===== config.mk =====
export PLATFORM = sky130hd
export DESIGN_NAME = mem_port_arbiter_flat
export DESIGN_NICKNAME = d
export VERILOG_FILES = /design/src/rtl/mem_port_arbiter_if.sv /design/src/rtl/mem_port_arbiter.sv /design/src/flat_wrapper.sv
export SDC_FILE = /design/constraint.sdc
export NUM_CORES = 1
export LEC_CHECK = 0
export ABC_CLOCK_PERIOD_IN_PS = 3700
export BUFFER_PORTS_ARGS = -buffer_cell sky130_fd_sc_hd__buf_2
export CAP_MARGIN = 10
export CORE_AREA = 2 2 104 106
export CTS_CLUSTER_DIAMETER = 40
export DETAILED_ROUTE_END_ITERATION = 12
export DIE_AREA = 0 0 106 108
export GPL_ROUTABILITY_DRIVEN = 1
export HOLD_SLACK_MARGIN = 0.06
export PLACE_DENSITY = 0.72
export SLEW_MARGIN = 20
export SYNTH_ARGS = -nofsm -noshare
export SYNTH_HDL_FRONTEND = slang
export SYNTH_SLANG_ARGS = --single-unit

===== constraint.sdc =====
create_clock -name clock -period 3.7 [get_ports clock]
set_input_delay 0.74 -clock clock [delete_from_list [all_inputs] [get_ports clock]]
set_output_delay 0.74 -clock clock [all_outputs]
set_load 0.1 [all_outputs]

===== src/rtl/mem_port_arbiter_if.sv =====
// Shared-memory port bundle: data-side and instruction-side requester
// handshakes plus the registered memory-side strobes.
interface mem_port_arbiter_if;
    logic        d_read;
    logic [3:0]  d_write;
    logic [29:0] d_address;
    logic [31:0] d_wdata;
    logic [31:0] d_rdata;
    logic        d_ready;
    logic        d_error;

    logic        i_read;
    logic [29:0] i_address;
    logic [31:0] i_rdata;
    logic        i_ready;
    logic        i_error;

    logic [29:0] mem_address;
    logic [31:0] mem_wdata;
    logic [3:0]  mem_we;
    logic        mem_re;
    logic [31:0] mem_rdata;
    logic        mem_ack;

    // Arbiter side
    modport slave (
        input  d_read, d_write, d_address, d_wdata,
        output d_rdata, d_ready, d_error,
        input  i_read, i_address,
        output i_rdata, i_ready, i_error,
        output mem_address, mem_wdata, mem_we, mem_re,
        input  mem_rdata, mem_ack
    );

    // Requesters and memory model side
    modport master (
        output d_read, d_write, d_address, d_wdata,
        input  d_rdata, d_ready, d_error,
        output i_read, i_address,
        input  i_rdata, i_ready, i_error,
        input  mem_address, mem_wdata, mem_we, mem_re,
        output mem_rdata, mem_ack
    );
endinterface


===== src/rtl/mem_port_arbiter.sv =====
// Round-robin arbiter sharing one memory port between instruction fetch and
// the data controller, with a watchdog that aborts unacknowledged accesses.
module mem_port_arbiter #(
    parameter int unsigned TIMEOUT_CYCLES = 255
) (
    input  logic                clock,
    input  logic                reset,
    mem_port_arbiter_if.slave   bus
);

    localparam int unsigned CNT_W = 8;
    localparam logic [CNT_W-1:0] CNT_LAST = CNT_W'(TIMEOUT_CYCLES - 1);

    typedef enum logic [1:0] {IDLE, D_BUSY, I_BUSY} state_t;
    typedef enum logic {GRANT_I = 1'b0, GRANT_D = 1'b1} grant_t;

    state_t           state_q, state_d;
    grant_t           last_grant_q, last_grant_d;
    logic [CNT_W-1:0] cnt_q, cnt_d;
    logic [29:0]      mem_address_q, mem_address_d;
    logic [31:0]      mem_wdata_q, mem_wdata_d;
    logic [3:0]       mem_we_q, mem_we_d;
    logic             mem_re_q, mem_re_d;

    logic d_req, i_req, timeout, done, d_sel, i_sel;

    assign d_req   = bus.d_read | (bus.d_write != 4'b0000);
    assign i_req   = bus.i_read;
    // An ack in the timeout cycle wins, so timeout only counts without ack
    assign timeout = (cnt_q == CNT_LAST) & ~bus.mem_ack;
    assign done    = bus.mem_ack | timeout;

    always_ff @(posedge clock) begin
        if (reset) begin
            state_q       <= IDLE;
            last_grant_q  <= GRANT_I;
            cnt_q         <= '0;
            mem_address_q <= '0;
            mem_wdata_q   <= '0;
            mem_we_q      <= '0;
            mem_re_q      <= 1'b0;
        end else begin
            state_q       <= state_d;
            last_grant_q  <= last_grant_d;
            cnt_q         <= cnt_d;
            mem_address_q <= mem_address_d;
            mem_wdata_q   <= mem_wdata_d;
            mem_we_q      <= mem_we_d;
            mem_re_q      <= mem_re_d;
        end
    end

    always_comb begin
        state_d       = state_q;
        last_grant_d  = last_grant_q;
        cnt_d         = cnt_q;
        mem_address_d = mem_address_q;
        mem_wdata_d   = mem_wdata_q;
        mem_we_d      = mem_we_q;
        mem_re_d      = mem_re_q;

        unique case (state_q)
            IDLE: begin
                if (d_req && (!i_req || last_grant_q == GRANT_I)) begin
                    state_d       = D_BUSY;
                    last_grant_d  = GRANT_D;
                    cnt_d         = '0;
                    mem_address_d = bus.d_address;
                    if (bus.d_write != 4'b0000) begin
                        mem_we_d    = bus.d_write;
                        mem_wdata_d = bus.d_wdata;
                        mem_re_d    = 1'b0;
                    end else begin
                        mem_we_d    = 4'b0000;
                        mem_re_d    = 1'b1;
                    end
                end else if (i_req) begin
                    state_d       = I_BUSY;
                    last_grant_d  = GRANT_I;
                    cnt_d         = '0;
                    mem_address_d = bus.i_address;
                    mem_we_d      = 4'b0000;
                    mem_re_d      = 1'b1;
                end
            end
            D_BUSY, I_BUSY: begin
                if (done) begin
                    state_d  = IDLE;
                    mem_we_d = 4'b0000;
                    mem_re_d = 1'b0;
                end else begin
                    cnt_d = cnt_q + CNT_W'(1);
                end
            end
            default: state_d = IDLE;
        endcase
    end

    // Completion is returned in the ack/timeout cycle; suppressed during reset
    assign d_sel = (state_q == D_BUSY) & ~reset;
    assign i_sel = (state_q == I_BUSY) & ~reset;

    assign bus.d_ready = d_sel & done;
    assign bus.d_error = d_sel & timeout;
    assign bus.d_rdata = (d_sel & bus.mem_ack) ? bus.mem_rdata : 32'h0;
    assign bus.i_ready = i_sel & done;
    assign bus.i_error = i_sel & timeout;
    assign bus.i_rdata = (i_sel & bus.mem_ack) ? bus.mem_rdata : 32'h0;

    assign bus.mem_address = mem_address_q;
    assign bus.mem_wdata   = mem_wdata_q;
    assign bus.mem_we      = mem_we_q;
    assign bus.mem_re      = mem_re_q;

endmodule


===== src/flat_wrapper.sv =====
// flat-port wrapper written by rule: the top's interface ports become plain ports
module mem_port_arbiter_flat 
#(
    parameter int unsigned TIMEOUT_CYCLES = 255
)
  (clock, reset, bus_d_read, bus_d_write, bus_d_address, bus_d_wdata, bus_d_rdata, bus_d_ready, bus_d_error, bus_i_read, bus_i_address, bus_i_rdata, bus_i_ready, bus_i_error, bus_mem_address, bus_mem_wdata, bus_mem_we, bus_mem_re, bus_mem_rdata, bus_mem_ack);
  mem_port_arbiter_if bus_i ();
  input  logic clock;
  input  logic reset;
  input wire logic [$bits(bus_i.d_read)-1:0] bus_d_read;
  input wire logic [$bits(bus_i.d_write)-1:0] bus_d_write;
  input wire logic [$bits(bus_i.d_address)-1:0] bus_d_address;
  input wire logic [$bits(bus_i.d_wdata)-1:0] bus_d_wdata;
  output wire logic [$bits(bus_i.d_rdata)-1:0] bus_d_rdata;
  output wire logic [$bits(bus_i.d_ready)-1:0] bus_d_ready;
  output wire logic [$bits(bus_i.d_error)-1:0] bus_d_error;
  input wire logic [$bits(bus_i.i_read)-1:0] bus_i_read;
  input wire logic [$bits(bus_i.i_address)-1:0] bus_i_address;
  output wire logic [$bits(bus_i.i_rdata)-1:0] bus_i_rdata;
  output wire logic [$bits(bus_i.i_ready)-1:0] bus_i_ready;
  output wire logic [$bits(bus_i.i_error)-1:0] bus_i_error;
  output wire logic [$bits(bus_i.mem_address)-1:0] bus_mem_address;
  output wire logic [$bits(bus_i.mem_wdata)-1:0] bus_mem_wdata;
  output wire logic [$bits(bus_i.mem_we)-1:0] bus_mem_we;
  output wire logic [$bits(bus_i.mem_re)-1:0] bus_mem_re;
  input wire logic [$bits(bus_i.mem_rdata)-1:0] bus_mem_rdata;
  input wire logic [$bits(bus_i.mem_ack)-1:0] bus_mem_ack;
  assign bus_i.d_read = bus_d_read;
  assign bus_i.d_write = bus_d_write;
  assign bus_i.d_address = bus_d_address;
  assign bus_i.d_wdata = bus_d_wdata;
  assign bus_d_rdata = bus_i.d_rdata;
  assign bus_d_ready = bus_i.d_ready;
  assign bus_d_error = bus_i.d_error;
  assign bus_i.i_read = bus_i_read;
  assign bus_i.i_address = bus_i_address;
  assign bus_i_rdata = bus_i.i_rdata;
  assign bus_i_ready = bus_i.i_ready;
  assign bus_i_error = bus_i.i_error;
  assign bus_mem_address = bus_i.mem_address;
  assign bus_mem_wdata = bus_i.mem_wdata;
  assign bus_mem_we = bus_i.mem_we;
  assign bus_mem_re = bus_i.mem_re;
  assign bus_i.mem_rdata = bus_mem_rdata;
  assign bus_i.mem_ack = bus_mem_ack;
  mem_port_arbiter #(.TIMEOUT_CYCLES(TIMEOUT_CYCLES)) u_core (.clock(clock), .reset(reset), .bus(bus_i));
endmodule

==> flow_summary.ini, run 1 <==
[outcome]
status = completed

[final_layout]
antennaDiodeCount = 0
multi_input_area_mm2 = 0.002102
postLayoutCoreUtil_pct = 62.38
area_growth_pct = 66.32
seq_area_mm2 = 0.001562
nNetsFinal = 855
nFillCells = 855
drive_above_1_share_pct = 41.14

[timing]
rsz0062_at_grt = no
hold_ws_ns = 0.4526
fin_crit_sh_pct = 72.94
hold_viol = 0
slew_headroom_pct = 51.70
min_period_ns = 2.699
fmax_mhz = 370.5
finClkSkew_ns = 0.008277
setup_viol = 0
drv_slew = 0
setup-tns-final_ns = 0
layout_setup_ws_ns = 1.001
worst_slew_pin_slew_ns = 0.7169

[setup_path]
crit_path_start_kind = register
endpoint_kind = output pin
crit_fanout = 7
arrival_ns = 1.96
criticalPathCategory = register to output pin
critical_path_required_ns = 2.96

[synthesis]
ys.warnings.count = 0
synth.top_cell.area_share_pct = 40.69
synth_area_mm2 = 0.003837
synth_cell_type_count = 39
ys_ff_latch = 78
syn_nets = 606
syn_inst = 468
synth_area_leader_cell = dfxtp_1
yosys-top-cells-area = dfxtp_1, and2_1, mux2i_1, nand2_1, a211oi_1
syn_avg_cell_area_um2 = 8.200
ys_seq_area_share_pct = 40.69

[power_and_ir_drop]
ir_drop_v = 0.0004031
finalPower_mw = 3.319
p_leak_nw = 2.927
powerDensity_mw_per_mm2 = 520.1

[global_route]
grt.total_usage_pct = 20.01
grt_antenna_before_repair = 0
grt_pass1_wl_um = 18690
grt-ovfl-total = 0
grt_max_degree = 63
grt_pass1_vias = 3911

[clocking]
cts_setup_buffers = 0
clock-root-buffer = clkbuf_8
clkTransAtPathRegs_ns = 0.08
clk_latency_ns = 0.35
cts_sinks = 78
cts_resized = 0
hold_buffers = 0
htreeDepth = 3
numCtsBuffers = 9
cts_tree = built
clk_path_buf_depth = 2

[drt]
first_iter_violations = 272
post-route-drc-count = 0
vias_per_cell = 4.887
detail_route.wl_per_cell_um = 14.13
wl_um = 12130
vias = 4193
ant_nets = 0
drt_first_pass_iters = 4

[placement]
hpwl_um = 9560
gp_congestion = 0.8440
io_buffers = 267
pre_cts_ws_ns = 0.9862

[die]
core_mm2 = 0.01023
die-area_mm2 = 0.01145
die_h_um = 108
start_util_pct = 37.51
fp-row-count = 37
die_w_um = 106
num_io_pins = 268

[job]
max-cap-violations = 0

[hold_path]
hold_path.class = register to register
==> path summary, 6_finish.rpt <==
kind                             end  cells past startpoint  slack, ns                    start
min          u_core.bus.mem_wdata[3]                      2       0.45  u_core.bus.mem_wdata[3]
max reg2reg          u_core.cnt_q[5]                      6       1.50        u_core.state_q[0]
min reg2reg  u_core.bus.mem_wdata[3]                      2       0.45  u_core.bus.mem_wdata[3]
max                      bus_d_error                      4       1.00          u_core.cnt_q[2]
==> cell usage after synthesis, drive strengths merged <==
library cell,number
nor3b,1
a21oi,40
buf,9
a21o,3
o21a,2
o2bb2ai,1
dfxtp,78
a31oi,5
o31ai,1
inv,5
o21ai,8
o311ai,2
and2,66
a211oi,32
a311oi,3
and3,4
or3b,1
nand3,6
o211ai,2
nor3,2
or4,3
nand2b,4
nand4,5
nor2,37
or3,1
o31a,1
ha,5
a22o,4
nand2,74
clkbuf,27
nor4,3
nor2b,2
mux2i,30
a41oi,1
==> cell usage in the layout, fill, tap and decap left out, types with 2 or more instances in the layout <==
cell type / instances
nand3_1: 6
a311oi_1: 3
a211oi_1: 32
o21ai_0: 7
buf_12: 64
nand4_1: 5
mux2i_1: 30
clkinvlp_4: 4
buf_2: 203
ha_1: 5
nor2_1: 37
inv_6: 3
o211ai_1: 2
a31oi_1: 5
and2_1: 65
nand2b_1: 4
or4_1: 3
nor2b_1: 2
clkbuf_8: 9
a21oi_1: 40
nor3_1: 2
a22o_1: 3
o21a_1: 2
and3_1: 3
nor4_2: 2
buf_4: 7
nand2_1: 74
o311ai_0: 2
inv_1: 5
dfxtp_1: 78
a21o_1: 3
==> cell families after synthesis <==
| kind of cell | synth area share, % |
|---|---|
| and+or+nand+nor | 26.80 |
| AOI/OAI and AO/OA | 17.97 |
| DFF | 40.69 |
| buffers and inverters | 5.086 |
| muxes | 7.825 |
| adders and majority gates | 1.630 |
==> through the flow <==
stage / cells / instance area, um^2
floorplan: 468 / 3850
global placement: 842 / 6195
detailed placement: 842 / 6195
CTS: 858 / 6375
global route: 858 / 6382
finish: 858 / 6382
==> where the power goes <==
group | leakage [nW] | internal [mW] | switching [mW] | total (mW)
Sequential | 0.645 | 0.966 | 0.0665 | 1.03
Clock | 0.0789 | 0.250 | 0.332 | 0.582
Combinational | 2.20 | 0.354 | 1.35 | 1.71
==> final cells by class <==
| class | instances | share of cell area (%) |
|---|---|---|
| flip-flops and latches | 78 | 24.47 |
| repair buffers | 274 | 36.82 |
| clock inverters | 7 | 0.8822 |
| multi-input cells | 349 | 32.93 |
| clock buffers | 9 | 1.941 |
| well taps | 136 | 2.666 |
| inverters | 5 | 0.2941 |
==> sequential cells by signal, indices dropped and copies added, names as in the netlist <==
register / count
u_core.bus.mem_we: 4
u_core.bus.mem_re: 1
u_core.cnt_q: 8
u_core.last_grant_q: 1
u_core.bus.mem_address: 30
u_core.bus.mem_wdata: 32
u_core.state_q: 2
==> layer usage <==
metal	vias to the layer above	GRT usage [%]	share of wire, %
met1	1886	23.58	40
li1	2116	-	-
met3	17	5.063	6.3
met2	174	36.68	52
met4	0	4.511	1.5
met5	-	0	0
==> worst max-delay path, stage by stage (launching register included) <==
cell,delay [ns]
dfxtp_1,0.44
and2_0,0.31
nand2_1,0.18
nor4_2,0.19
buf_2,0.48
Note: power is estimated with default switching activity, not from simulation.
==> run 2, diff against run 1 <==
- ABC_CLOCK_PERIOD_IN_PS: 3700 -> 2750
- CORE_AREA: 2 2 104 106 -> 2 2 105 107
- DIE_AREA: 0 0 106 108 -> 0 0 107 109
- PLACE_DENSITY: 0.72 -> 0.7
- clock period: 3.7 -> 2.75 ns (I/O delays scaled with it)
==> run 2 against run 1 <==
Register-to-register slack lost 1.1 ns. Clock power up 47%. Non-clock buffer count unchanged. Sequential power increased by 35%. Largest cell class unchanged. Highest routed layer is now met5.
==> flow_summary.ini, run 2 (synthesis results as in run 1) <==
[power_and_ir_drop]
p_leak_nw = 2.949
p_int_mw = 2.233
finalPower_mw = 4.568
ir_drop_v = 0.0005261
p_sw_share_pct = 51.11
pwr-share-seq_pct = 30.4
clkPwrFrac_pct = 18.7
powerDensity_mw_per_mm2 = 707.7
p_comb_share_pct = 50.8
p_switching_mw = 2.335

[drt]
wl_um = 12330
drt_first_pass_iters = 4
post-route-drc-count = 0
detail_route.wl_per_cell_um = 14.31
vias_per_cell = 4.969
first_iter_violations = 247
ant_nets = 0
vias = 4283

[global_route]
grtUsageMet1_pct = 23.20
grt_max_degree = 77
grtUsageMet2_pct = 36.81
grt.total_usage_pct = 20.07
grt_pass1_wl_um = 18850
grt_antenna_before_repair = 1
grt_use_met3_pct = 4.842
grt-ovfl-total = 0
busiest_layer = met2
grt_pass1_vias = 4018

[timing]
drv_slew = 0
slew_headroom_pct = 43.96
fmax_mhz = 401.0
rsz0062_at_grt = no
setup-tns-final_ns = 0
layout_setup_ws_ns = 0.2562
fin_crit_sh_pct = 90.68
worst_slew_pin_slew_ns = 0.8318
min_period_ns = 2.494
setup_viol = 0
hold_viol = 0
finClkSkew_ns = 0.009797

[setup_path]
crit_chain = and2_0 > a41oi_1 > nor2_1 > buf_2
crit_fanout = 7
cpMaxStageDelayCell = buf_2
endpoint_kind = output pin
criticalPathCategory = register to output pin
arrival_ns = 1.94
critical_path_required_ns = 2.20
cpPeakStageDelay_ns = 0.44
crit_path_start_kind = register

[job]
max-cap-violations = 0

[clocking]
cts_tree = built
clk_path_buf_depth = 2
hold_buffers = 0
clk_latency_ns = 0.34
htreeDepth = 3
clkTransAtPathRegs_ns = 0.08
cts_sinks = 78
numCtsBuffers = 9
cts_resized = 0
clock-root-buffer = clkbuf_8
cts_setup_buffers = 0

[die]
die_h_um = 109
core_mm2 = 0.01060
num_io_pins = 268
die-area_mm2 = 0.01166
fp-row-count = 38
die_w_um = 107
start_util_pct = 36.19

[final_layout]
final_cell_mix = buf_2, dfxtp_1, nand2_1
area_growth_pct = 68.21
nFillCells = 873
postLayoutCoreUtil_pct = 60.88
final_common_cell = buf_2
largest_register_ffs = 32
drive_above_1_share_pct = 41.00
nNetsFinal = 855
antennaDiodeCount = 0

[placement]
pre_cts_ws_ns = 0.3070
io_buffers = 267
hpwl_um = 9752
gp_congestion = 0.9105

[hold_path]
hold_path.class = input pin to register

[outcome]
status = completed
## run 2: cell types whose count changed in the layout (fill, tap and decap cells not counted), moves of 2 or more
cell / before / now
buf_12: 64 / 68
buf_2: 203 / 201
buf_4: 7 / 5
clkinvlp_4: 4 / 2
inv_6: 3 / 0
## run 2: final timing paths
check	startpoint	to	slack, ns	cells after the start
hold reg to reg	u_core.bus.mem_wdata[7]	u_core.bus.mem_wdata[7]	0.46	2
setup / recovery	u_core.cnt_q[2]	bus_d_ready	0.26	4
setup reg to reg	u_core.state_q[0]	u_core.cnt_q[4]	0.45	6
hold / removal	bus_d_wdata[28]	u_core.bus.mem_wdata[28]	0.44	3
## run 2: stage by stage
| step | hold slack, ns | std cells | cell area (um^2) |
|---|---|---|---|
| finish | 0.4421 | 862 | 6455 |
| global route | 0.4314 | 862 | 6455 |
| CTS | 0.4194 | 862 | 6455 |
| detailed placement | 0.4429 | 846 | 6255 |
| global placement | 0.4329 | 846 | 6255 |
| floorplan | 0.4637 | 468 | 3850 |
## run 2: critical path, delay by kind of cell, from the launching register on
| kind | cells | cell delay [ns] |
|---|---|---|
| AOI/OAI and AO/OA | 1 | 0.26 |
| and+or+nand+nor | 2 | 0.47 |
| buffers and inverters | 1 | 0.44 |
| DFF | 1 | 0.43 |
## run 2: cell type report
type | instances | area (um^2) | area share (%)
clock buffers | 11 | 141.4 | 2.190
clock inverters | 5 | 58.81 | 0.9110
inverters | 5 | 18.77 | 0.2908
multi-input cells | 349 | 2095 | 32.45
flip-flops and latches | 78 | 1562 | 24.19
well taps | 140 | 175.2 | 2.714
repair buffers | 274 | 2405 | 37.26
## run 2: power by group through the flow
stage	logic [mW]	registers (mW)	clock network, mW
2_1_floorplan	0.708	2.55	0
3_3_place_gp	2.29	1.41	0
5_1_grt	2.44	1.41	0.937
4_1_cts	2.33	1.39	0.891
6_report	2.32	1.39	0.856
3_5_place_dp	2.33	1.41	0
## run 2: per-layer routing
| metal | share of wire (%) | up-vias | wire, um |
|---|---|---|---|
| met4 | 1.7 | 2 | 206 |
| met5 | 0.065 | - | 8 |
| li1 | - | 2110 | - |
| met3 | 6.4 | 25 | 792 |
| met2 | 53 | 178 | 6564 |
| met1 | 39 | 1968 | 4761 |
==> run 3, diff against run 2 <==
- CORE_AREA: 2 2 105 107 -> 2 2 104 106
- CTS_BUF_LIST: default -> sky130_fd_sc_hd__clkbuf_4 sky130_fd_sc_hd__clkbuf_8
- DIE_AREA: 0 0 107 109 -> 0 0 106 108
- PLACE_DENSITY: 0.7 -> 0.72
==> run 3 against run 2 <==
Core utilization grew 2.3 points. Clock-buffer cell count is the same. Sequential power is essentially flat. Largest cell class unchanged. Largest power group unchanged.
==> flow_summary.ini, run 3 (synthesis results as in run 1) <==
[final_layout]
nFillCells = 849
postLayoutCoreUtil_pct = 63.15
area_growth_pct = 68.37
nNetsFinal = 856
drive_above_1_share_pct = 41.22
largest_register_ffs = 32
final_common_cell = buf_2
antennaDiodeCount = 0
final_cell_mix = buf_2, dfxtp_1, nand2_1

[timing]
setup_viol = 0
hold_viol = 0
rsz0062_at_grt = no
slew_headroom_pct = 52.08
fmax_mhz = 402.3
setup-tns-final_ns = 0
min_period_ns = 2.486
worst_slew_pin_slew_ns = 0.7113
drv_slew = 0
fin_crit_sh_pct = 90.40
hold_ws_ns = 0.4342
finClkSkew_ns = 0.008935

[placement]
hpwl_um = 9592
gp_congestion = 0.8302
io_buffers = 267

[power_and_ir_drop]
p_leak_nw = 2.957
ir_drop_v = 0.0005155
finalPower_mw = 4.567
powerDensity_mw_per_mm2 = 706.9

[die]
die_h_um = 108
die-area_mm2 = 0.01145
die_w_um = 106
core_mm2 = 0.01023
fp-row-count = 37
num_io_pins = 268
start_util_pct = 37.51

[clocking]
clock-root-buffer = clkbuf_8
hold_buffers = 0
numCtsBuffers = 9
cts_resized = 0
cts_tree = built
cts_sinks = 78
clkTransAtPathRegs_ns = 0.08
cts_setup_buffers = 0
clk_path_buf_depth = 2
clk_latency_ns = 0.34
htreeDepth = 3

[outcome]
status = completed

[drt]
vias = 4197
post-route-drc-count = 0
ant_nets = 0
vias_per_cell = 4.886
first_iter_violations = 286
detail_route.wl_per_cell_um = 14.17
wl_um = 12170
drt_first_pass_iters = 4

[hold_path]
hold_depth = 3
hold_path.class = input pin to register

[setup_path]
r2r_cells = 6
criticalPathCategory = register to output pin
arrival_ns = 1.94
endpoint_kind = output pin
crit_path_start_kind = register
crit_fanout = 7
critical_path_required_ns = 2.20

[global_route]
grt_antenna_before_repair = 0
grt_max_degree = 63
grt-ovfl-total = 0
grt_pass1_vias = 3963
grt.total_usage_pct = 20.27
grt_pass1_wl_um = 18880

[job]
max-cap-violations = 0
==> run 3: worst paths after layout <==
path | start | endpoint | slack [ns]
worst max-delay path | u_core.cnt_q[2] | bus_d_ready | 0.26
worst min-delay path | bus_d_wdata[29] | u_core.bus.mem_wdata[29] | 0.43
worst max register to register | u_core.state_q[1] | u_core.cnt_q[4] | 0.57
worst min register to register | u_core.bus.mem_wdata[5] | u_core.bus.mem_wdata[5] | 0.46
==> run 3: metrics by stage <==
| stage | instance area (um^2) | worst slack [ns] | std cells |
|---|---|---|---|
| after floorplan | 3850 | -0.2582 | 468 |
| after global placement | 6257 | 0.5031 | 843 |
| after detailed placement | 6257 | 0.4848 | 843 |
| after CTS | 6461 | 0.2496 | 859 |
| after global routing | 6461 | 0.08572 | 859 |
| final | 6461 | 0.2641 | 859 |
==> run 3: final cells by class <==
cell class	instances	area [um^2]	share of cell area, %
clock buffers	11	145.1	2.246
flip-flops and latches	78	1562	24.17
clock inverters	5	58.81	0.9101
inverters	5	18.77	0.2905
well taps	136	170.2	2.634
repair buffers	275	2412	37.34
multi-input cells	349	2095	32.42
==> run 3: worst max-delay path, cell delays in order (launching register included) <==
cell     delay, ns
dfxtp_1       0.44
and2_0        0.33
a41oi_1       0.26
nor2_1        0.13
buf_2         0.44
==> run 3: power by group <==
part | leakage, nW | internal [mW] | switching [mW]
logic | 2.21 | 0.490 | 1.82
registers | 0.645 | 1.30 | 0.0895
clock network | 0.0990 | 0.454 | 0.411
total | 2.96 | 2.24 | 2.32
==> run 3: per-layer routing <==
| layer | vias to the layer above | GRT usage [%] | wire length [um] |
|---|---|---|---|
| li1 | 2115 | - | - |
| met4 | 0 | 4.511 | 123 |
| met5 | - | 0 | 0 |
| met1 | 1897 | 23.52 | 4845 |
| met3 | 14 | 4.882 | 749 |
| met2 | 171 | 37.83 | 6455 |
